[src/rtl/mips_cpu_pkg.sv]
// mips_cpu_pkg: shared fetch-stage types, constants and byte-swap helper.
package mips_cpu_pkg;
    typedef enum logic [2:0] {IDLE, REQ, HOLD, HALTED, FAULT} fetch_state_t;
    localparam logic [31:0] RESET_VECTOR = 32'hBFC00000;
    localparam logic [31:0] HALT_PC = 32'h0;
    function automatic logic [31:0] bswap32(input logic [31:0] w);
        return {w[7:0], w[15:8], w[23:16], w[31:24]};
    endfunction
endpackage

[src/rtl/mips_cpu_fetch.sv]
// mips_cpu_fetch: one Avalon-MM read per instruction, valid/ready to decode, halt and fault detection.
module mips_cpu_fetch
    import mips_cpu_pkg::*;
#(
    parameter int TIMEOUT = 256,
    parameter bit SWAP_BYTES = 1
) (
    input  logic        clk,
    input  logic        rst,
    input  logic [31:0] pc_in,
    input  logic        pc_active,
    output logic [31:0] address,
    output logic        read,
    output logic [3:0]  byteenable,
    input  logic        waitrequest,
    input  logic [31:0] readdata,
    output logic [31:0] instr,
    output logic [31:0] instr_pc,
    output logic        instr_valid,
    input  logic        instr_ready,
    output logic        halted,
    output logic        fault
);
    localparam int CW = (TIMEOUT < 1) ? 1 : $clog2(TIMEOUT + 1);
    fetch_state_t state_q;
    logic [CW-1:0] cnt_q;
    logic [31:0] address_q, instr_q, instr_pc_q;
    logic read_q, instr_valid_q, halted_q, fault_q;
    logic cnt_hit;
    // Timeout fires on the edge where the counter would reach TIMEOUT.
    assign cnt_hit = (TIMEOUT != 0) && (int'(cnt_q) + 1 >= TIMEOUT);
    always_ff @(posedge clk) begin
        if (rst) begin
            state_q       <= IDLE;
            cnt_q         <= '0;
            address_q     <= '0;
            instr_q       <= '0;
            instr_pc_q    <= '0;
            read_q        <= 1'b0;
            instr_valid_q <= 1'b0;
            halted_q      <= 1'b0;
            fault_q       <= 1'b0;
        end else begin
            case (state_q)
                IDLE: begin
                    if (!pc_active || pc_in == HALT_PC) begin
                        halted_q <= 1'b1;
                        state_q  <= HALTED;
                    end else if (pc_in[1:0] != 2'b00) begin
                        fault_q <= 1'b1;
                        state_q <= FAULT;
                    end else begin
                        address_q  <= pc_in;
                        instr_pc_q <= pc_in;
                        read_q     <= 1'b1;
                        state_q    <= REQ;
                    end
                end
                REQ: begin
                    if (!waitrequest) begin
                        instr_q       <= SWAP_BYTES ? bswap32(readdata) : readdata;
                        read_q        <= 1'b0;
                        instr_valid_q <= 1'b1;
                        cnt_q         <= '0;
                        state_q       <= HOLD;
                    end else if (cnt_hit) begin
                        read_q  <= 1'b0;
                        fault_q <= 1'b1;
                        state_q <= FAULT;
                    end else if (cnt_q != '1) begin
                        cnt_q <= cnt_q + CW'(1);
                    end
                end
                HOLD: begin
                    if (instr_ready) begin
                        instr_valid_q <= 1'b0;
                        state_q       <= IDLE;
                    end
                end
                default: ;
            endcase
        end
    end
    assign address     = address_q;
    assign read        = read_q;
    assign byteenable  = {4{read_q}};
    assign instr       = instr_q;
    assign instr_pc    = instr_pc_q;
    assign instr_valid = instr_valid_q;
    assign halted      = halted_q;
    assign fault       = fault_q;
endmodule
[config.mk]
export PLATFORM = sky130hd
export DESIGN_NAME = mips_cpu_fetch
export DESIGN_NICKNAME = d
export VERILOG_FILES = /design/src/rtl/mips_cpu_pkg.sv /design/src/rtl/mips_cpu_fetch.sv
export SDC_FILE = /design/constraint.sdc
export NUM_CORES = 1
export LEC_CHECK = 0
export ABC_AREA = 1
export BUFFER_PORTS_ARGS = -buffer_cell sky130_fd_sc_hd__buf_2
export CELL_PAD_IN_SITES_DETAIL_PLACEMENT = 1
export CELL_PAD_IN_SITES_GLOBAL_PLACEMENT = 1
export CORE_MARGIN = 2
export CORE_UTILIZATION = 33
export CTS_CLUSTER_DIAMETER = 50
export DETAILED_ROUTE_END_ITERATION = 12
export PLACE_DENSITY_LB_ADDON = 0.25
export SLEW_MARGIN = 20
export SYNTH_ARGS = -nofsm -noshare
export SYNTH_HDL_FRONTEND = slang
export SYNTH_SLANG_ARGS = --single-unit
[constraint.sdc]
create_clock -name clk -period 3.3 [get_ports clk]
set_clock_uncertainty 0.15 [all_clocks]
set_input_delay 0.495 -clock clk [delete_from_list [all_inputs] [get_ports clk]]
set_output_delay 0.495 -clock clk [all_outputs]
set_load 0.01 [all_outputs]
# [After elaboration in Yosys (flattened, before gate mapping)]
# Index checks and enable logic that the tools add are counted.
[totals] regBits=80 elab_cells=65
[classes] n_addsub=2 order_cmp=1 eq_ne=13 muxes=22 bitwise=3 n_reduce_logical=16
[ops] cell="logical NOT 32 bit" count=1
[ops] cell="2-to-1 mux 9 bit" count=3
[ops] cell="!= test 2 bit (second input constant)" count=8
[ops] cell="2-to-1 mux 3 bit" count=5
[ops] cell="AND reduction 3 bit" count=4
[ops] cell="adder 9 x 1 -> 10 bit (second input constant)" count=1
[ops] cell="greater-or-equal comparator 10 x 9 -> 1 bit (second input constant)" count=1
[ops] cell="2-to-1 mux 1 bit" count=10
[ops] cell="adder 9 x 1 -> 9 bit (second input constant)" count=1
[ops] cell="!= test 9 bit (second input constant)" count=1
[ops] cell="one-hot mux 3 bit (3 select lines)" count=1
[ops] cell="one-hot mux 1 bit (2 select lines)" count=3
[ops] cell="nonzero test 2 bit" count=3
[ops] cell="AND reduction 5 bit" count=1
[ops] cell="AND reduction 2 bit" count=2
[ops] cell="AND reduction 4 bit" count=1
[ops] cell="equality test 3 x 1 -> 1 bit (second input constant)" count=1
[ops] cell="equality test 3 x 2 -> 1 bit (second input constant)" count=1
[ops] cell="logical NOT 3 bit" count=1
[ops] cell="!= test 3 bit (second input constant)" count=1
[ops] cell="inverter 1 bit" count=3
[ops] cell="nonzero test 3 bit" count=1
[ops] cell="!= test 2 x 1 -> 1 bit (second input constant)" count=1
[ops] cell="logical NOT 1 bit" count=1
[ops] cell="logical OR 1 bit" count=1

# [Depth between registers and ports, before layout]
# Gate-level depths: netlist of the first run.
[logic_depth] depth_word=5 ltp_mapped=12 mapped_depth_nobuf=12

# [Least setup slack after synthesis of the first run]
# Ideal clock, no wire load.
[synth_path] kind="register to register" startpoint="register cnt_q[0]" endpoint="register cnt_q[4]" setup_ns=0.112 arrival_time_ns=1.654 required_ns=3.038 slack_ns=1.385 stages_incl_launch_ff=12 cell_sequence="dfxtp_1 ha_1 nand3_1 nor3_1 ha_1 nor2_4 nand3_2 nand2_2 buf_6 o21ai_0 nand2_1 nor2_1"
[synth_between] elab_chain_len=4
[synth_rtl] element="start: declaration" line="mips_cpu_fetch.sv:26" source="logic [CW-1:0] cnt_q;"
[synth_rtl] element="start signal: assignment" line="mips_cpu_fetch.sv:71" source="cnt_q <= cnt_q + CW'(1);"
[synth_rtl] element="adder 9 x 1 -> 10 bit / adder 9 x 1 -> 9 bit (equally long branches)" line="mips_cpu_fetch.sv:31, mips_cpu_fetch.sv:71"
[synth_rtl] element="greater-or-equal comparator 10 x 9 -> 1 bit / 2-to-1 mux 9 bit (equally long branches)" line="mips_cpu_fetch.sv:31, mips_cpu_fetch.sv:70"
[synth_rtl] element="!= test 2 bit (no source line) / 2-to-1 mux 9 bit (equally long branches)"
[synth_rtl] element="AND reduction 3 bit (no source line) / 2-to-1 mux 9 bit (equally long branches)"
# Several ways; a longest one is shown, not always the timed one. The select of a mux whose other input is x is not followed.
# A chain may end at the register's enable or synchronous reset.

# [Worst setup path after layout of the first run]
# Same ends and word-level chain as after synthesis.

==> metrics.cfg, run 1 <==
[sta]
max_slew_margin_pct=57.0
fin_crit_sh_pct=69.8
hold_violations=0
worst_slew_pin_slew_ns=0.644
setup_viol=0
fin_setup_tns_ns=0
rsz0062_at_grt=false
min_period_ns=2.30
max_freq_ghz=0.434
slew_viol_final=0

[die]
dieHeight_microns=109
rows=38
ios=173
dieArea_sq_um=11800
core_region_area_sq_um=10800
die-width_microns=109
start_util_pct=33.6

[cts]
clk-insertion-delay-late_ns=0.36
clk_pin_slew_ns=0.08
h-tree-depth=3
hold_buffers=0
cts_setup_buffers=0
cts_buffers=9
cts_tree=done
clockRootBuffer=clkbuf_8
cts_resized=0
numClockSinks=80
cts_buffer_depth=2

[final_layout]
n_antenna_cell=0
layout.nets=731
drive_gt1_share_pct=29.9
multi_input_area_sq_um=1440
area_delta_synth_final_pct=24.9
fill_cells=1476
seqCellArea_sq_um=1600

[routing]
first_pass_iters=4
drt_wl_total_microns=9910
drt-vias-per-instance=4.46
vias=3588
drc=0
drtAntennaViolNets=0
wl_per_cell_microns=12.3
drt_iter0_drc=93

[critical_path]
cp_top_family=simple AND/OR/NAND/NOR gates
cp-end-kind=flip-flop
crit_arrival_ns=2.45
cp_cell_sequence=ha_1 > nand3_1 > nor3_1 > ha_1 > nor2_4 > nand3_2 > nand2_2 > inv_1 > nor2_1 > nor2_1 > nor2_1
crit_path_start_kind=flip-flop
critical_path_buf_inv_count=1
slowest_stage=dfxtp_1
cp_max_fo=11
crit_top_cell=nor2_1
path_class=reg2reg
cpPeakStageDelay_ns=0.40
cp.required_ns=3.45

[yosys]
yosysTopAreaCell=dfxtp_1
yosys-top-cells-area=dfxtp_1, nor2_1, nand2_1
synthDistinctLibCells=29
synth_most_common_cell=nor2_1
synth-seq-cells=80
ys_async_sr_fraction_pct=0
synth_top_family_by_area=simple AND/OR/NAND/NOR gates
ys_seq_area_share_pct=44.2
synth-compound-area-share_pct=7.94
synthTopCellsByCount=nor2_1, nand2_1, dfxtp_1
yosysWarnings=0
avgSynthCellArea_sq_um=6.82
synthXorXnorAreaFrac_pct=0.483
synthCells=531
yosysTopAreaCellShare_pct=44.2
synth-edff-count=0
synthesis.area_sq_um=3620
synth_ff_type=dfxtp_1
synthSimpleGateAreaFrac_pct=30.7
synth_fp_nets=602
synthMuxAreaShare_pct=0
synthAdderAreaFrac_pct=0.691

[grt]
grt_first_pass_wirelength_microns=15800
grt_max_degree=43
grt.overflow.total=0
grt_use_total_pct=16.9
antenna_found_initial=0
grt_pass1_vias=3489

[power_and_ir_drop]
ir_drop_mv=0.334
finalPower_w=0.00281
cellLeakagePower_nw=2.49
power_density_nw_per_um2=622

[place]
place.port_buffers=172
place.gp.congestion=0.776
post-dp-hpwl_microns=7470

[hold_path]
min_path_type=in2reg

[run]
cap_violations=0

[status]
status=finished, final reports clean

[cells by family (layout without fill, tap and decap cells)]
| family | Yosys count | in the layout |
|---|---|---|
| simple gates | 279 | 279 |
| fa+ha+maj | 2 | 2 |
| flops | 80 | 80 |
| buf+inv | 113 | 247 |
| xor+xnor | 2 | 2 |
| compound gates | 55 | 55 |
[layer usage]
metal,wire (microns),vias up,global-route usage [%]
li1,-,1827,-
met1,4440,1624,19.9
met2,4610,125,29.2
met3,717,12,4.42
met4,142,0,6.59
met5,0,-,0
[worst reg2reg max path, delay by kind of cell (launching register included)]
kind,cells,cell delay (ns)
flip-flops,1,0.40
adder cells (fa/ha/maj),2,0.51
buffers and inverters,1,0.16
AND/OR/NAND/NOR,8,1.01
[sequential cells by signal, summed over array words and instances (netlist names)]
register	cells
instr_valid	1
read	1
instr	32
cnt_q	9
fault	1
halted	1
state_q	3
instr_pc	32
[through the flow]
stage | hold WS, ns | cell area [sq um] | utilization, % | worst slack, ns | instances
6_report | 0.220 | 4520 | 41.9 | 0.997 | 805
4_1_cts | 0.203 | 4520 | 41.9 | 0.975 | 805
3_5_place_dp | 0.301 | 4330 | 40.1 | 0.874 | 789
5_1_grt | 0.209 | 4520 | 41.9 | 0.760 | 805
3_3_place_gp | 0.289 | 4330 | 40.1 | 0.990 | 789
2_1_floorplan | 0.292 | 3620 | - | 1.38 | 531
[path summary, 6_finish.rpt]
path,start,endpoint,slack [ns],cells after the start
worst min register to register,fault,fault,0.31,2
worst min-delay path,instr_ready,instr_valid,0.22,2
worst max-delay path,cnt_q[0],cnt_q[4],1.0,11
worst max register to register,cnt_q[0],cnt_q[4],1.0,11
[power by group]
part           internal [W]  switching [W]  total [W]  leakage [nW]
Sequential          0.00112       0.000114    0.00123         0.651
Combinational      0.000322       0.000508   0.000830          1.74
Clock              0.000390       0.000358   0.000748         0.103
Total               0.00183       0.000980    0.00281          2.49
[cell type report]
| cell class | count | share of cell area (%) |
|---|---|---|
| sequential | 80 | 35.4 |
| multi-input combinational | 338 | 31.9 |
| timing repair buffer | 175 | 19.8 |
| inverter | 56 | 4.65 |
| tap | 140 | 3.87 |
| clock buffer | 13 | 3.51 |
| clock inverter | 3 | 0.885 |
[cells in the final DEF, fill, tap and decap left out, drive strengths merged]
cell type,n
buf,175
nor2,163
nand2,98
dfxtp,80
inv,56
o21ai,39
a21oi,13
clkbuf,13
nand3,12
nor3,5
ha,2
clkinv,2
nand4,1
a311oi,1
xnor2,1
o22ai,1
a41oi,1
xor2,1
bufinv,1
(Power assumes the default switching activity.)
==> run 2: changes to the inputs <==
Settings changed: CORE_UTILIZATION 33 to 28.
Clock period 3.3 ns to 2 ns, I/O delays scaled along.
==> run 2 against run 1 <==
  * Clock power increased by 130%
  * Setup slack got worse by 0.84 ns
  * Utilization fell by 3.3 points
  * Critical endpoint is now state_q[1]
  * Critical path type unchanged
==> metrics.cfg, run 2 (same netlist as run 1, synthesis figures left out) <==
[routing]
drt-vias-per-instance=4.27  ; -4.3%
drt_iter0_drc=141  ; +52%
drc=0  ; unchanged
vias=3636  ; +1.3%
first_pass_iters=4  ; unchanged
drt_wl_total_microns=10500  ; +5.7%
wl_per_cell_microns=12.3  ; -0.13%
drtAntennaViolNets=0  ; unchanged

[cts]
cts_buffers=9  ; unchanged
clk_pin_slew_ns=0.06  ; -0.02 ns
cts_buffer_depth=2  ; unchanged
clockRootBuffer=clkbuf_16
cts_tree=done
clk-insertion-delay-late_ns=0.34  ; -0.02 ns
h-tree-depth=3  ; unchanged
numClockSinks=80  ; unchanged

[die]
start_util_pct=28.7  ; -4.9 points
die-width_microns=118  ; +8.3%
dieArea_sq_um=13900  ; +17%
rows=41  ; +7.9%
core_region_area_sq_um=12600  ; +17%
ios=173  ; unchanged
dieHeight_microns=118  ; +8.3%

[critical_path]
cp-end-kind=flip-flop
path_class=reg2reg
slowest_stage=dfxtp_2
crit_path_start_kind=flip-flop
cp_top_family=simple AND/OR/NAND/NOR gates
cp_max_fo=3  ; -8
critical_path_buf_inv_count=3  ; +2
cpPeakStageDelay_ns=0.36  ; -0.04 ns
cp_cell_sequence=ha_4 > nand3_2 > nor3_2 > ha_1 > nor2_4 > buf_4 > nand3_2 > nand2_2 > inv_1 > nand3_1 > nand2_1 > inv_1
cp.required_ns=2.14  ; -1.31 ns
crit_arrival_ns=1.98  ; -0.47 ns

[final_layout]
instances_no_fill=852  ; +5.8%
drive_gt1_share_pct=33.1  ; +3.2 points
n_antenna_cell=0  ; unchanged
mostFrequentLayoutCells=buf_2, nor2_1, nand2_1
layout.nets=746  ; +2.1%
layout_commonest_cell=buf_2
fill_cells=1671  ; +13%
area_delta_synth_final_pct=34.4

[power_and_ir_drop]
finalPower_w=0.00526  ; +87%
power_density_nw_per_um2=1080  ; +74%
ir_drop_mv=0.369  ; +10%
cellLeakagePower_nw=2.63  ; +5.7%

[place]
place.port_buffers=172  ; unchanged
dp_cells=834  ; +5.7%
place.gp.congestion=0.802  ; +3.3%
post-dp-hpwl_microns=7780  ; +4.3%

[grt]
grt_busiest_layer=met2
met3_usage_pct=5.81  ; +1.4 points
grt_max_degree=39  ; -9.3%
antenna_found_initial=1  ; +1
grt_pass1_vias=3653  ; +4.7%
grt_use_met2_pct=24.6  ; -4.6 points
grt.overflow.total=0  ; unchanged
grt_use_total_pct=15.2  ; -1.7 points
use_met1_pct=17.9  ; -2.0 points
grt_first_pass_wirelength_microns=17400  ; +10%

[status]
status=finished, final reports clean

[sta]
min_period_ns=1.85  ; -0.458 ns
hold_violations=0  ; unchanged
fin_crit_sh_pct=92.3  ; +22 points
max_freq_ghz=0.542  ; +25%
worst_slew_pin_slew_ns=0.358  ; -0.285 ns
setup_viol=0  ; unchanged
max_slew_margin_pct=76.1  ; +19 points
slew_viol_final=0  ; unchanged

[hold_path]
min_path_type=in2reg

[run]
cap_violations=0  ; unchanged

run 2: final timing paths:
check                endpoint  cells past startpoint  slack [ns]         from
setup reg to reg   state_q[1]                     12        0.15     cnt_q[1]
hold reg to reg         fault                      2        0.31        fault
setup / recovery   state_q[1]                     12        0.15     cnt_q[1]
hold / removal    instr_valid                      2        0.05  instr_ready
run 2: layout make-up:
cell class | instances | area (sq um) | area share [%]
clock buffers | 14 | 284 | 5.83
clock inverters | 2 | 35.0 | 0.720
inverters | 56 | 210 | 4.32
multi-input cells | 339 | 1490 | 30.6
flip-flops and latches | 80 | 1610 | 33.0
well taps | 172 | 215 | 4.42
repair buffers | 189 | 1030 | 21.1
run 2: metal layers:
metal / part of all wire [%] / up-vias / wire length [microns]
met5: 0 / - / 0
met4: 1.7 / 0 / 181
met3: 9.2 / 12 / 960
met2: 46 / 124 / 4810
met1: 43 / 1639 / 4530
li1: - / 1861 / -
run 2: stage by stage:
stage / setup slack, ns / util (%) / area [sq um] / TNS (ns) / hold WS, ns
after CTS: -0.00649 / 38.2 / 4820 / -0.00764 / 0.0286
final: 0.155 / 38.6 / 4870 / 0 / 0.0460
after global placement: -0.0163 / 35.6 / 4490 / -0.0163 / 0.288
after floorplan: 0.0846 / - / 3620 / 0 / 0.264
after detailed placement: -0.134 / 35.6 / 4490 / -0.794 / 0.311
after global routing: -0.00123 / 38.6 / 4870 / -0.00184 / 0.0565
run 2: timing repair:
item / in CTS / in global routing
endpoints found under the setup margin: 10 / 11
buffers inserted: 0 / 1
pin swaps: 1 / 6
hold buffers: 0 / 0
gates resized for setup: 3 / 10
gates cloned: 1 / 0
run 2: report_power, final:
group          switching [W]  leakage (nW)  internal (W)  total, W
sequential          0.000176         0.653       0.00185   0.00203
combinational       0.000891          1.82      0.000604   0.00149
clock               0.000632         0.159       0.00110   0.00173
